## src/rtl/mem_pkg.sv

```systemverilog
// Shared types and constants for the data-memory arbiter slice.
package mem_pkg;

  localparam int MEM_DW = 32;

  localparam logic REQ_CORE = 1'b0;
  localparam logic REQ_ACC  = 1'b1;

  typedef struct packed {
    logic              write;
    logic [MEM_DW-1:0] addr;
    logic [MEM_DW-1:0] wdata;
  } mem_req_t;

  typedef enum logic {
    ST_IDLE = 1'b0,
    ST_BUSY = 1'b1
  } arb_state_e;

endpackage

```

## src/rtl/rr_burst_picker.sv

```systemverilog
// Round-robin owner choice with bounded burst hold-over; owns the burst counter.
module rr_burst_picker
  import mem_pkg::*;
#(
  parameter int MaxBurst = 8
) (
  input  logic clk_i,
  input  logic rst_ni,
  input  logic core_req_i,
  input  logic acc_req_i,
  input  logic last_owner_i,
  input  logic done_i,
  input  logic done_owner_i,
  output logic pick_o
);

  localparam int CntW = $clog2(MaxBurst + 1);
  localparam logic [CntW-1:0] MAX_CNT = CntW'(MaxBurst);

  logic [CntW-1:0] burst_cnt_q;
  logic            hold;

  // A zero count means no live streak (only after reset), so the tie goes away from last_owner.
  assign hold = (burst_cnt_q != '0) && (burst_cnt_q < MAX_CNT);

  always_comb begin
    pick_o = REQ_CORE;
    if (core_req_i && acc_req_i) begin
      pick_o = hold ? last_owner_i : ~last_owner_i;
    end else if (acc_req_i) begin
      pick_o = REQ_ACC;
    end
  end

  always_ff @(posedge clk_i or negedge rst_ni) begin
    if (!rst_ni) begin
      burst_cnt_q <= '0;
    end else if (done_i) begin
      if (done_owner_i == last_owner_i) begin
        burst_cnt_q <= (burst_cnt_q == MAX_CNT) ? burst_cnt_q : burst_cnt_q + CntW'(1);
      end else begin
        burst_cnt_q <= CntW'(1);
      end
    end
  end

endmodule

```

## src/rtl/dmem_arbiter.sv

```systemverilog
// Two-requester data-memory arbiter: IDLE/BUSY FSM, request latches and response demux.
module dmem_arbiter
  import mem_pkg::*;
#(
  parameter int DWidth   = MEM_DW,
  parameter int MaxBurst = 8
) (
  input  logic              clk_i,
  input  logic              rst_ni,
  input  logic              core_req_i,
  input  logic              core_write_i,
  input  logic [DWidth-1:0] core_addr_i,
  input  logic [DWidth-1:0] core_wdata_i,
  output logic              core_ready_o,
  output logic [DWidth-1:0] core_rdata_o,
  input  logic              acc_req_i,
  input  logic              acc_write_i,
  input  logic [DWidth-1:0] acc_addr_i,
  input  logic [DWidth-1:0] acc_wdata_i,
  output logic              acc_ready_o,
  output logic [DWidth-1:0] acc_rdata_o,
  output logic              mem_req_o,
  output logic              mem_write_o,
  output logic [DWidth-1:0] mem_addr_o,
  output logic [DWidth-1:0] mem_wdata_o,
  input  logic              mem_ready_i,
  input  logic [DWidth-1:0] mem_rdata_i,
  output logic [1:0]        grant_o,
  output arb_state_e        state_o
);

  // Handshake on every side: req and its attributes stay stable until a one-cycle
  // ready pulse completes the transaction; there is no abort path.

  typedef struct packed {
    logic              write;
    logic [DWidth-1:0] addr;
    logic [DWidth-1:0] wdata;
  } lat_t;

  arb_state_e state_q, state_d;
  logic       owner_q;
  logic       last_owner_q;
  lat_t       lat_q;
  logic       pick;
  logic       start;
  logic       done;

  assign start = (state_q == ST_IDLE) && (core_req_i || acc_req_i);
  assign done  = (state_q == ST_BUSY) && mem_ready_i;

  rr_burst_picker #(
    .MaxBurst(MaxBurst)
  ) u_picker (
    .clk_i       (clk_i),
    .rst_ni      (rst_ni),
    .core_req_i  (core_req_i),
    .acc_req_i   (acc_req_i),
    .last_owner_i(last_owner_q),
    .done_i      (done),
    .done_owner_i(owner_q),
    .pick_o      (pick)
  );

  always_comb begin
    state_d = state_q;
    case (state_q)
      ST_IDLE: if (core_req_i || acc_req_i) state_d = ST_BUSY;
      ST_BUSY: if (mem_ready_i) state_d = ST_IDLE;
      default: state_d = ST_IDLE;
    endcase
  end

  always_ff @(posedge clk_i or negedge rst_ni) begin
    if (!rst_ni) begin
      state_q      <= ST_IDLE;
      owner_q      <= REQ_CORE;
      last_owner_q <= REQ_ACC;
      lat_q        <= '0;
    end else begin
      state_q <= state_d;
      if (start) begin
        owner_q <= pick;
        lat_q   <= (pick == REQ_ACC) ? lat_t'{acc_write_i, acc_addr_i, acc_wdata_i}
                                     : lat_t'{core_write_i, core_addr_i, core_wdata_i};
      end
      if (done) last_owner_q <= owner_q;
    end
  end

  assign mem_req_o   = (state_q == ST_BUSY);
  assign mem_write_o = lat_q.write;
  assign mem_addr_o  = lat_q.addr;
  assign mem_wdata_o = lat_q.wdata;
  assign grant_o     = (state_q == ST_BUSY) ? ((owner_q == REQ_ACC) ? 2'b10 : 2'b01) : 2'b00;
  assign state_o     = state_q;

  assign core_ready_o = done && (owner_q == REQ_CORE);
  assign acc_ready_o  = done && (owner_q == REQ_ACC);
  assign core_rdata_o = core_ready_o ? mem_rdata_i : '0;
  assign acc_rdata_o  = acc_ready_o ? mem_rdata_i : '0;

endmodule

```

## config.mk

```make
export PLATFORM = sky130hd
export DESIGN_NAME = dmem_arbiter
export DESIGN_NICKNAME = d
export VERILOG_FILES = /design/src/rtl/mem_pkg.sv /design/src/rtl/rr_burst_picker.sv /design/src/rtl/dmem_arbiter.sv
export SDC_FILE = /design/constraint.sdc
export NUM_CORES = 1
export LEC_CHECK = 0
export ABC_AREA = 1
export BUFFER_PORTS_ARGS = -buffer_cell sky130_fd_sc_hd__buf_4
export CAP_MARGIN = 15
export CORE_AREA = 2 2 118 120
export CTS_CLUSTER_DIAMETER = 60
export DETAILED_ROUTE_END_ITERATION = 8
export DIE_AREA = 0 0 120 122
export GPL_TIMING_DRIVEN = 0
export HOLD_SLACK_MARGIN = 0.15
export PLACE_DENSITY = 0.72
export SYNTH_ARGS = -nofsm -noshare
export SYNTH_HDL_FRONTEND = slang
export SYNTH_SLANG_ARGS = --single-unit
```

## constraint.sdc

```tcl
create_clock -name clk_i -period 1.65 [get_ports clk_i]
set_clock_uncertainty 0.05 [all_clocks]
set_input_delay 0.2475 -clock clk_i [delete_from_list [all_inputs] [get_ports clk_i]]
set_output_delay 0.2475 -clock clk_i [all_outputs]
set_load 0.01 [all_outputs]
```

## After elaboration in Yosys (flattened, before gate mapping)

Index checks and enable logic that the tools add are counted.

- Bits in writable memories: 0
- Logic and storage cells: 37
- Memory bits (read-only): 0
- Output and inout port bits: 135
- Memories: 0
- Bits in latches: 0
- Register bits after elaboration: 72
- Input port bits: 167

- Add/subtract/negate cells: 1
- Eq/ne operators: 3
- Shifts and indexed selects: 0
- Mux-type cells: 13
- Divide/modulo/power cells: 0
- $mul: 0
- Bitwise operators: 3
- Magnitude comparators: 1
- Reduce and logical (&&, ||, !) cells: 9

Operators by type and width:

| operator | number |
|---|---|
| $mux 65 | 1 |
| $mux 32 | 2 |
| $mux 4 | 2 |
| $logic_and 1x1->1 | 6 |
| $mux 1 | 5 |
| $add 4x1->4 const B | 1 |
| $eq 4x4->1 const B | 1 |
| $lt 4x4->1 const B | 1 |
| $mux 2 | 2 |
| $reduce_bool 4->1 | 1 |
| $not 1->1 | 3 |
| $ne 2x2->1 const B | 1 |
| $pmux 1 s2 | 1 |
| $reduce_and 2->1 | 1 |
| $eq 1x1->1 | 1 |
| $logic_or 1x1->1 | 1 |

## Longest topological paths before layout

Gate-level depths: netlist of the first run.

- Depth in word-level cells: 5
- Depth in mapped cells: 11
- Depth with buffers taken out: 9

## By module

A second synthesis of the first run with hierarchy kept.

- Cell total of the unflattened synthesis: 661
- Area, all modules: 4219.0 sq um

By module, submodules not included:

| module | area an instance (sq um) | cells an instance | sequential area each (sq um) | instances |
|---|---|---|---|---|
| dmem_arbiter | 3881.2 | 613 | 1702.9 | 1 |
| rr_burst_picker | 337.8 | 48 | 100.1 | 1 |

## Worst setup path before layout of the first run

OpenSTA, ideal clock, no wires.

- Path type: register to output
- From: register state_q (netlist: mem_req_o)
- To: output core_rdata_o[10]
- Path buffers: 1
- Data required time: 1.352 ns
- Slack: 0.054 ns
- Cell stages (with the launch flop): 6
- Arrival: 1.299 ns
- Cells stage by stage: dfrtp_1 > nand2_1 > nor2_1 > inv_1 > clkbuf_1 > nor2_1

- Cells in the longest elaborated chain, start to end: 3

Ends and longest elaborated chain:

| item | RTL line | RTL |
|---|---|---|
| start: declaration | dmem_arbiter.sv:41 | `arb_state_e state_q, state_d;` |
| start signal: assignment | dmem_arbiter.sv:81 | `state_q <= state_d;` |
| $logic_and 1x1->1 | dmem_arbiter.sv:50 | `assign done = (state_q == ST_BUSY) && mem_ready_i;` |
| $logic_and 1x1->1 | dmem_arbiter.sv:98 | `assign core_ready_o = done && (owner_q == REQ_CORE);` |
| via core_ready_o | dmem_arbiter.sv:14 | `output logic core_ready_o,` |
| $mux 32 | dmem_arbiter.sv:100 | `assign core_rdata_o = core_ready_o ? mem_rdata_i : '0;` |
| end: declaration | dmem_arbiter.sv:15 | `output logic [DWidth-1:0] core_rdata_o,` |

The timed path passes the listed nets, and every way through them passes these cells.

## Final worst setup path of the first run

- From: register state_q (netlist: mem_req_o)
- To: output core_rdata_o[19]

- Cells in the longest elaborated chain, start to end: 3

Ends and longest elaborated chain:

| item | RTL line |
|---|---|
| $logic_and 1x1->1 | dmem_arbiter.sv:50 |
| $logic_and 1x1->1 | dmem_arbiter.sv:98 |
| $mux 32 | dmem_arbiter.sv:100 |

No other way between the ends.

==> flow_metrics.env, run 1 <==
export IMPL_avgSynthCellArea_sq_um=6.456
export IMPL_core_area_sq_um=13500
export IMPL_synth_cell_type_count=25
export IMPL_chipWidth_microns=120
export IMPL_drive_gt1_frac=0.4304
export IMPL_pwr_share_clk=0.177
export IMPL_hold_end="mem_wdata_o[4]"
export IMPL_max_freq_ghz=0.5720
export IMPL_fillers=1251
export IMPL_vias_per_cell=4.657
export IMPL_critPathLaunchType="flop"
export IMPL_rr_endpoint="mem_wdata_o[9]"
export IMPL_ir_worst_vdd_v=0.0005815
export IMPL_r2r_slack_ns=0.03
export IMPL_synth_common_cells="200 x nand3_1, 171 x inv_1, 145 x nand2_1"
export IMPL_netlist_instances=726
export IMPL_portBuffers=300
export IMPL_wire_per_inst_microns=15.18
export IMPL_synth_ff_type="dfrtp_1"
export IMPL_yosysWarnings=0
export IMPL_cts_tree="yes"
export IMPL_yosysMostFrequentCell="nand3_1"
export IMPL_status="complete, but fails checks"
export IMPL_dr_pass1_iters=5
export IMPL_grt_pass1_wl_microns=28010
export IMPL_relSlewSlack=0.3677
export IMPL_via_count=5835
export IMPL_dp_worst_setup_slack_ns=-0.2659
export IMPL_ys_ff_latch=72
export IMPL_synth_top_area_cell="dfrtp_1"
export IMPL_min_period_ns=1.748
export IMPL_critical_path_arrival_ns=1.45
export IMPL_fin_nets=1235
export IMPL_min_path_cells=5
export IMPL_cts_buffers=9
export IMPL_startpoint="mem_req_o"
export IMPL_final_setup_viol_count=62
export IMPL_die_area_sq_um=14640
export IMPL_fp_row_count=43
export IMPL_syn_cell_area_sq_um=4687
export IMPL_synth_edf_count=0
export IMPL_ys_seq_area_frac=0.3847
export IMPL_swShare=0.3836
export IMPL_drt_drc_violations_left=0
export IMPL_crit_type="flop to primary output"
export IMPL_worstReg2RegStart="u_picker.burst_cnt_q[0]"
export IMPL_power_density_nw_per_um2=1336
export IMPL_final_util=0.6259
export IMPL_hpwl_microns=13080
export IMPL_die_height_microns=122
export IMPL_ff2ff_path_depth=11
export IMPL_htree_num_levels=3
export IMPL_num_io_pins=302
export IMPL_synth_top_area_share=0.3791
export IMPL_drv_slew=0
export IMPL_routed_wl_microns=19020
export IMPL_worst_setup_path_end_kind="primary output"
export IMPL_track_usage=0.2437
export IMPL_synth_area_leaders="dfrtp_1 38%, nand3_1 21%, inv_1 14%"
export IMPL_insertion_delay_ns=0.33
export IMPL_layout_setup_ws_ns=-0.09812
export IMPL_grt_max_degree=73
export IMPL_drt_iter0_drc=399
export IMPL_tightest_slew_ns=0.9484
export IMPL_syn_nets=895
export IMPL_cts_root_buffer="clkbuf_16"
export IMPL_seqPwrFrac=0.269
export IMPL_async_flop_share=1.000
export IMPL_required_ns=1.35
export IMPL_antenna_found_initial=2
export IMPL_fin_crit_sh=1.059
export IMPL_violations="negative setup slack"
export IMPL_crit_fanout=6
export IMPL_grt_pass1_vias=5605
export IMPL_cts_clk_slew_worst_paths_ns=0.06
export IMPL_syn_to_final_growth_pct=80.33
export IMPL_max_cap_viol_count=0
export IMPL_leakage_nw=4.978
export IMPL_switching_power_mw=4.331
export IMPL_clockBufferDepth=2
export IMPL_hp_start="acc_wdata_i[4]"
export IMPL_initial_core_util=0.3471
export IMPL_combPwrFrac=0.555
export IMPL_hold_ws_ns=0.1779
export IMPL_postRouteAntennaNets=0
export IMPL_cts_sinks=72
export IMPL_holdCritPathClass="primary input to flop"
export IMPL_hold_violations=0
export IMPL_cellInternalPower_mw=6.960
export IMPL_globalplace_congestion=0.8189
export IMPL_gr_total_overflow=0
export IMPL_rsz0062_at_grt="true"
-- power by group through the flow --
| stage | Clock, mW | Combinational (mW) | Sequential [mW] |
|---|---|---|---|
| floorplan | 0 | 2.18 | 3.35 |
| global route | 2.11 | 6.79 | 3.14 |
| CTS | 2.04 | 5.44 | 3.01 |
| global placement | 0 | 4.92 | 3.02 |
| finish | 1.99 | 6.26 | 3.03 |
| detailed placement | 0 | 4.97 | 3.04 |
-- flip-flops by register name (all words and copies together), names as in the netlist --
name,count
mem_addr_o,32
mem_wdata_o,32
u_picker.burst_cnt_q,4
last_owner_q,1
mem_req_o,1
mem_write_o,1
owner_q,1
-- per-stage QoR --
step	instance area, sq um	TNS (ns)	total power, mW	cells
after floorplan	4687	0	5.522	726
after global placement	7164	-11.84	7.946	1206
after detailed placement	7164	-12.50	8.012	1206
after CTS	7959	-4.783	10.48	1237
after global routing	8452	-8.278	12.03	1253
final	8452	-3.942	11.29	1253
-- logic make-up (layout without fill, tap and decap cells) --
family                     count (synthesis)  in the layout  synth area share
and+or+nand+nor                          417            417            0.3911
buffers and inverters                    224            569            0.2037
DFF                                       72             72            0.3847
AOI/OAI and AO/OA                          9              9           0.01148
adders and majority gates                  2              2          0.005338
xor gates and xnor gates                   2              2          0.003738
other                                      0              2                 0
-- timing repair --
action / 4_1_cts / 5_1_grt
hold buffers: 2 / 0
hold endpoints to repair: 72 / 0
setup buffers: 9 / 7
setup endpoints to repair: 117 / 131
gates resized for setup: 106 / 70
pin swaps: 2 / 13
cloned: 4 / 8
-- worst max-delay path, cell delays in order (launching register included) --
cell and delay (ns):
dfrtp_2 0.40, nand2_4 0.09, nor2_4 0.14, inv_4 0.09, clkbuf_8 0.18, nor2_1 0.10, buf_4 0.13
-- cells in the final DEF (no fill, tap or decap), types with 2 or more instances in the layout --
master / n
nor2_1: 20
buf_1: 3
dlygate4sd3_1: 2
nand3_1: 190
nand3_4: 2
dfrtp_2: 2
nor2_4: 21
nand2_1: 141
diode_2: 2
buf_4: 299
buf_2: 13
inv_2: 5
nand2_4: 4
clkbuf_1: 7
inv_1: 166
nor2_2: 27
clkbuf_8: 6
clkbuf_4: 7
buf_8: 10
o21ai_0: 4
nand3_2: 10
buf_12: 2
dfrtp_1: 69
clkinv_2: 2
clkbuf_16: 20
buf_6: 22
-- per-layer routing --
metal | track usage | share of wire
met1 | 0.2837 | 0.38
met2 | 0.4439 | 0.53
met3 | 0.04260 | 0.069
met4 | 0.09632 | 0.021
met5 | 0 | 0
-- worst max-delay path by stage --
stage                        to  slack (ns)  depth (start not counted)
5_1_grt         acc_rdata_o[22]       -0.16                          6
6_report       core_rdata_o[19]        -0.1                          6
3_3_place_gp   core_rdata_o[26]       -0.27                          6
4_1_cts        core_rdata_o[20]       -0.10                          6
2_1_floorplan  core_rdata_o[10]        0.05                          5
3_5_place_dp   core_rdata_o[12]       -0.27                          6
-- layout make-up --
type                    count  area, sq um  share of cell area
flip-flops and latches     72         1805              0.2136
well taps                 180        225.2             0.02665
clock buffers              13        260.3             0.03079
clock inverters             3        40.04            0.004737
inverters                 174        660.6             0.07816
diodes                      2        5.005           0.0005922
repair buffers            330         2718              0.3215
multi-input cells         430         2270              0.2685
plain buffers              49        467.9             0.05537
(Power assumes the default switching activity.)
==> inputs of run 2 (changes only) <==
Settings changed: CTS_CLUSTER_SIZE set to 16, SKIP_LAST_GASP set to 1.
==> run 2 against run 1 <==
Effect of this change: the flow still finishes with violations (negative setup slack); clock power about the same; global-route usage down 0.12 points; wire length down 0.37%; sequential share of layout area about the same; clock-buffer cell count unchanged; setup slack worse by 0.0053 ns; via count down 0.60%; fmax down 0.30%; largest cell class unchanged.
==> flow_metrics.env, run 2 (same netlist as run 1, synthesis figures left out) <==
export IMPL_via_count=5800
export IMPL_violations="negative setup slack"
export IMPL_crit_fanout=6
export IMPL_required_ns=1.35
export IMPL_critPathLaunchType="flop"
export IMPL_power_density_nw_per_um2=1333
export IMPL_hold_violations=0
export IMPL_drt_drc_violations_left=0
export IMPL_fin_cells=1252
export IMPL_swShare=0.3844
export IMPL_hold_end="mem_wdata_o[4]"
export IMPL_ff2ff_path_depth=11
export IMPL_worstReg2RegStart="u_picker.burst_cnt_q[0]"
export IMPL_dpl_cell_count=1206
export IMPL_core_area_sq_um=13500
export IMPL_ir_worst_vdd_v=0.0005874
export IMPL_status="complete, but fails checks"
export IMPL_worst_setup_path_end_kind="primary output"
export IMPL_syn_to_final_growth_pct=80.43
export IMPL_r2r_slack_ns=0.03
export IMPL_chipWidth_microns=120
export IMPL_dp_worst_setup_slack_ns=-0.2659
export IMPL_rsz0062_at_grt="true"
export IMPL_cts_sinks=72
export IMPL_min_period_ns=1.753
export IMPL_drt_iter0_drc=395
export IMPL_tns_ns=-3.711
export IMPL_cts_buffers=9
export IMPL_seqPwrFrac=0.269
export IMPL_cts_tree="yes"
export IMPL_hold_ws_ns=0.1788
export IMPL_rr_endpoint="mem_addr_o[29]"
export IMPL_max_cap_viol_count=0
export IMPL_final_cell_mix="298 x buf_4, 183 x nand3_1, 166 x inv_1"
export IMPL_final_common_cell="buf_4"
export IMPL_die_height_microns=122
export IMPL_drive_gt1_frac=0.4355
export IMPL_track_usage=0.2425
export IMPL_cellInternalPower_mw=6.940
export IMPL_portBuffers=300
export IMPL_fin_nets=1234
export IMPL_combPwrFrac=0.554
export IMPL_globalplace_congestion=0.8189
export IMPL_drv_slew=0
export IMPL_cts_root_buffer="clkbuf_16"
export IMPL_vias_per_cell=4.633
export IMPL_pwr_share_clk=0.177
export IMPL_switching_power_mw=4.333
export IMPL_antenna_found_initial=2
export IMPL_initial_core_util=0.3471
export IMPL_max_freq_ghz=0.5703
export IMPL_grt_max_degree=73
export IMPL_dr_pass1_iters=5
export IMPL_crit_type="flop to primary output"
export IMPL_fillers=1244
export IMPL_leakage_nw=4.975
export IMPL_postRouteAntennaNets=0
export IMPL_power_mw=11.27
export IMPL_gr_total_overflow=0
export IMPL_hp_start="acc_wdata_i[4]"
export IMPL_critical_path_arrival_ns=1.46
export IMPL_cts_clk_slew_worst_paths_ns=0.06
export IMPL_die_area_sq_um=14640
export IMPL_num_io_pins=302
export IMPL_fin_crit_sh=1.063
export IMPL_fp_row_count=43
export IMPL_holdCritPathClass="primary input to flop"
export IMPL_grt_pass1_wl_microns=27920
export IMPL_relSlewSlack=0.3538
export IMPL_layout_setup_ws_ns=-0.1034
export IMPL_insertion_delay_ns=0.33
export IMPL_routed_wl_microns=18950
export IMPL_min_path_cells=5
export IMPL_htree_num_levels=3
export IMPL_wire_per_inst_microns=15.13
export IMPL_clockBufferDepth=2
export IMPL_grt_pass1_vias=5599
export IMPL_tightest_slew_ns=0.9693
export IMPL_hpwl_microns=13080
export IMPL_final_setup_viol_count=62
[run 2: changes by cell type in the layout (fill, tap and decap cells not counted), sizes merged]
cell and delta:
buf -1
[run 2: worst max-delay path by stage]
stage                                  end  slack, ns       from
after floorplan           core_rdata_o[10]       0.05  mem_req_o
after global placement    core_rdata_o[26]      -0.27  mem_req_o
after detailed placement  core_rdata_o[12]      -0.27  mem_req_o
after CTS                 core_rdata_o[20]      -0.10  mem_req_o
after global routing        acc_rdata_o[5]      -0.19    owner_q
final                     core_rdata_o[20]      -0.10  mem_req_o
[run 2: stage by stage]
stage	instance area (sq um)	util
after floorplan	4687	-
after global placement	7164	0.5305
after detailed placement	7164	0.5305
after CTS	7943	0.5882
after global routing	8457	0.6262
final	8457	0.6262
[run 2: per-layer routing]
| layer | GRT usage | vias up | routed length, microns |
|---|---|---|---|
| met5 | 0 | - | 0 |
| met4 | 0.1015 | 0 | 440 |
| met3 | 0.03979 | 31 | 1220 |
| met2 | 0.4393 | 247 | 9994 |
| met1 | 0.2837 | 2649 | 7291 |
| li1 | - | 2873 | - |
[run 2: area by class of cell]
type | instances | area, sq um | area share
multi-input combinational | 430 | 2302 | 0.2722
antenna | 2 | 5.005 | 0.0005918
timing repair buffer | 329 | 2701 | 0.3194
clock buffer | 13 | 260.3 | 0.03077
tap | 180 | 225.2 | 0.02663
sequential | 72 | 1805 | 0.2135
clock inverter | 3 | 40.04 | 0.004734
inverter | 174 | 660.6 | 0.07812
buffer | 49 | 456.7 | 0.05400
[run 2: worst max-delay path: stages, from the launching register on]
cell and delay, ns:
dfrtp_2 0.40, nand2_4 0.09, nor2_4 0.13, inv_4 0.09, buf_6 0.15, nor2_1 0.12
buf_4 0.14
[run 2: power groups by stage]
stage	clock [mW]	combinational [mW]	sequential [mW]
4_1_cts	2.04	5.43	3.01
5_1_grt	2.11	6.78	3.14
3_5_place_dp	0	4.97	3.04
2_1_floorplan	0	2.18	3.35
3_3_place_gp	0	4.92	3.02
6_report	1.99	6.25	3.03
[run 2: repair_timing]
action	in CTS	in global routing
endpoints found under the hold margin	72	0
pin swaps	2	19
buffers inserted	9	7
gates resized for setup	102	75
hold buffers	2	0
endpoints found under the setup margin	117	131
gates cloned	4	7
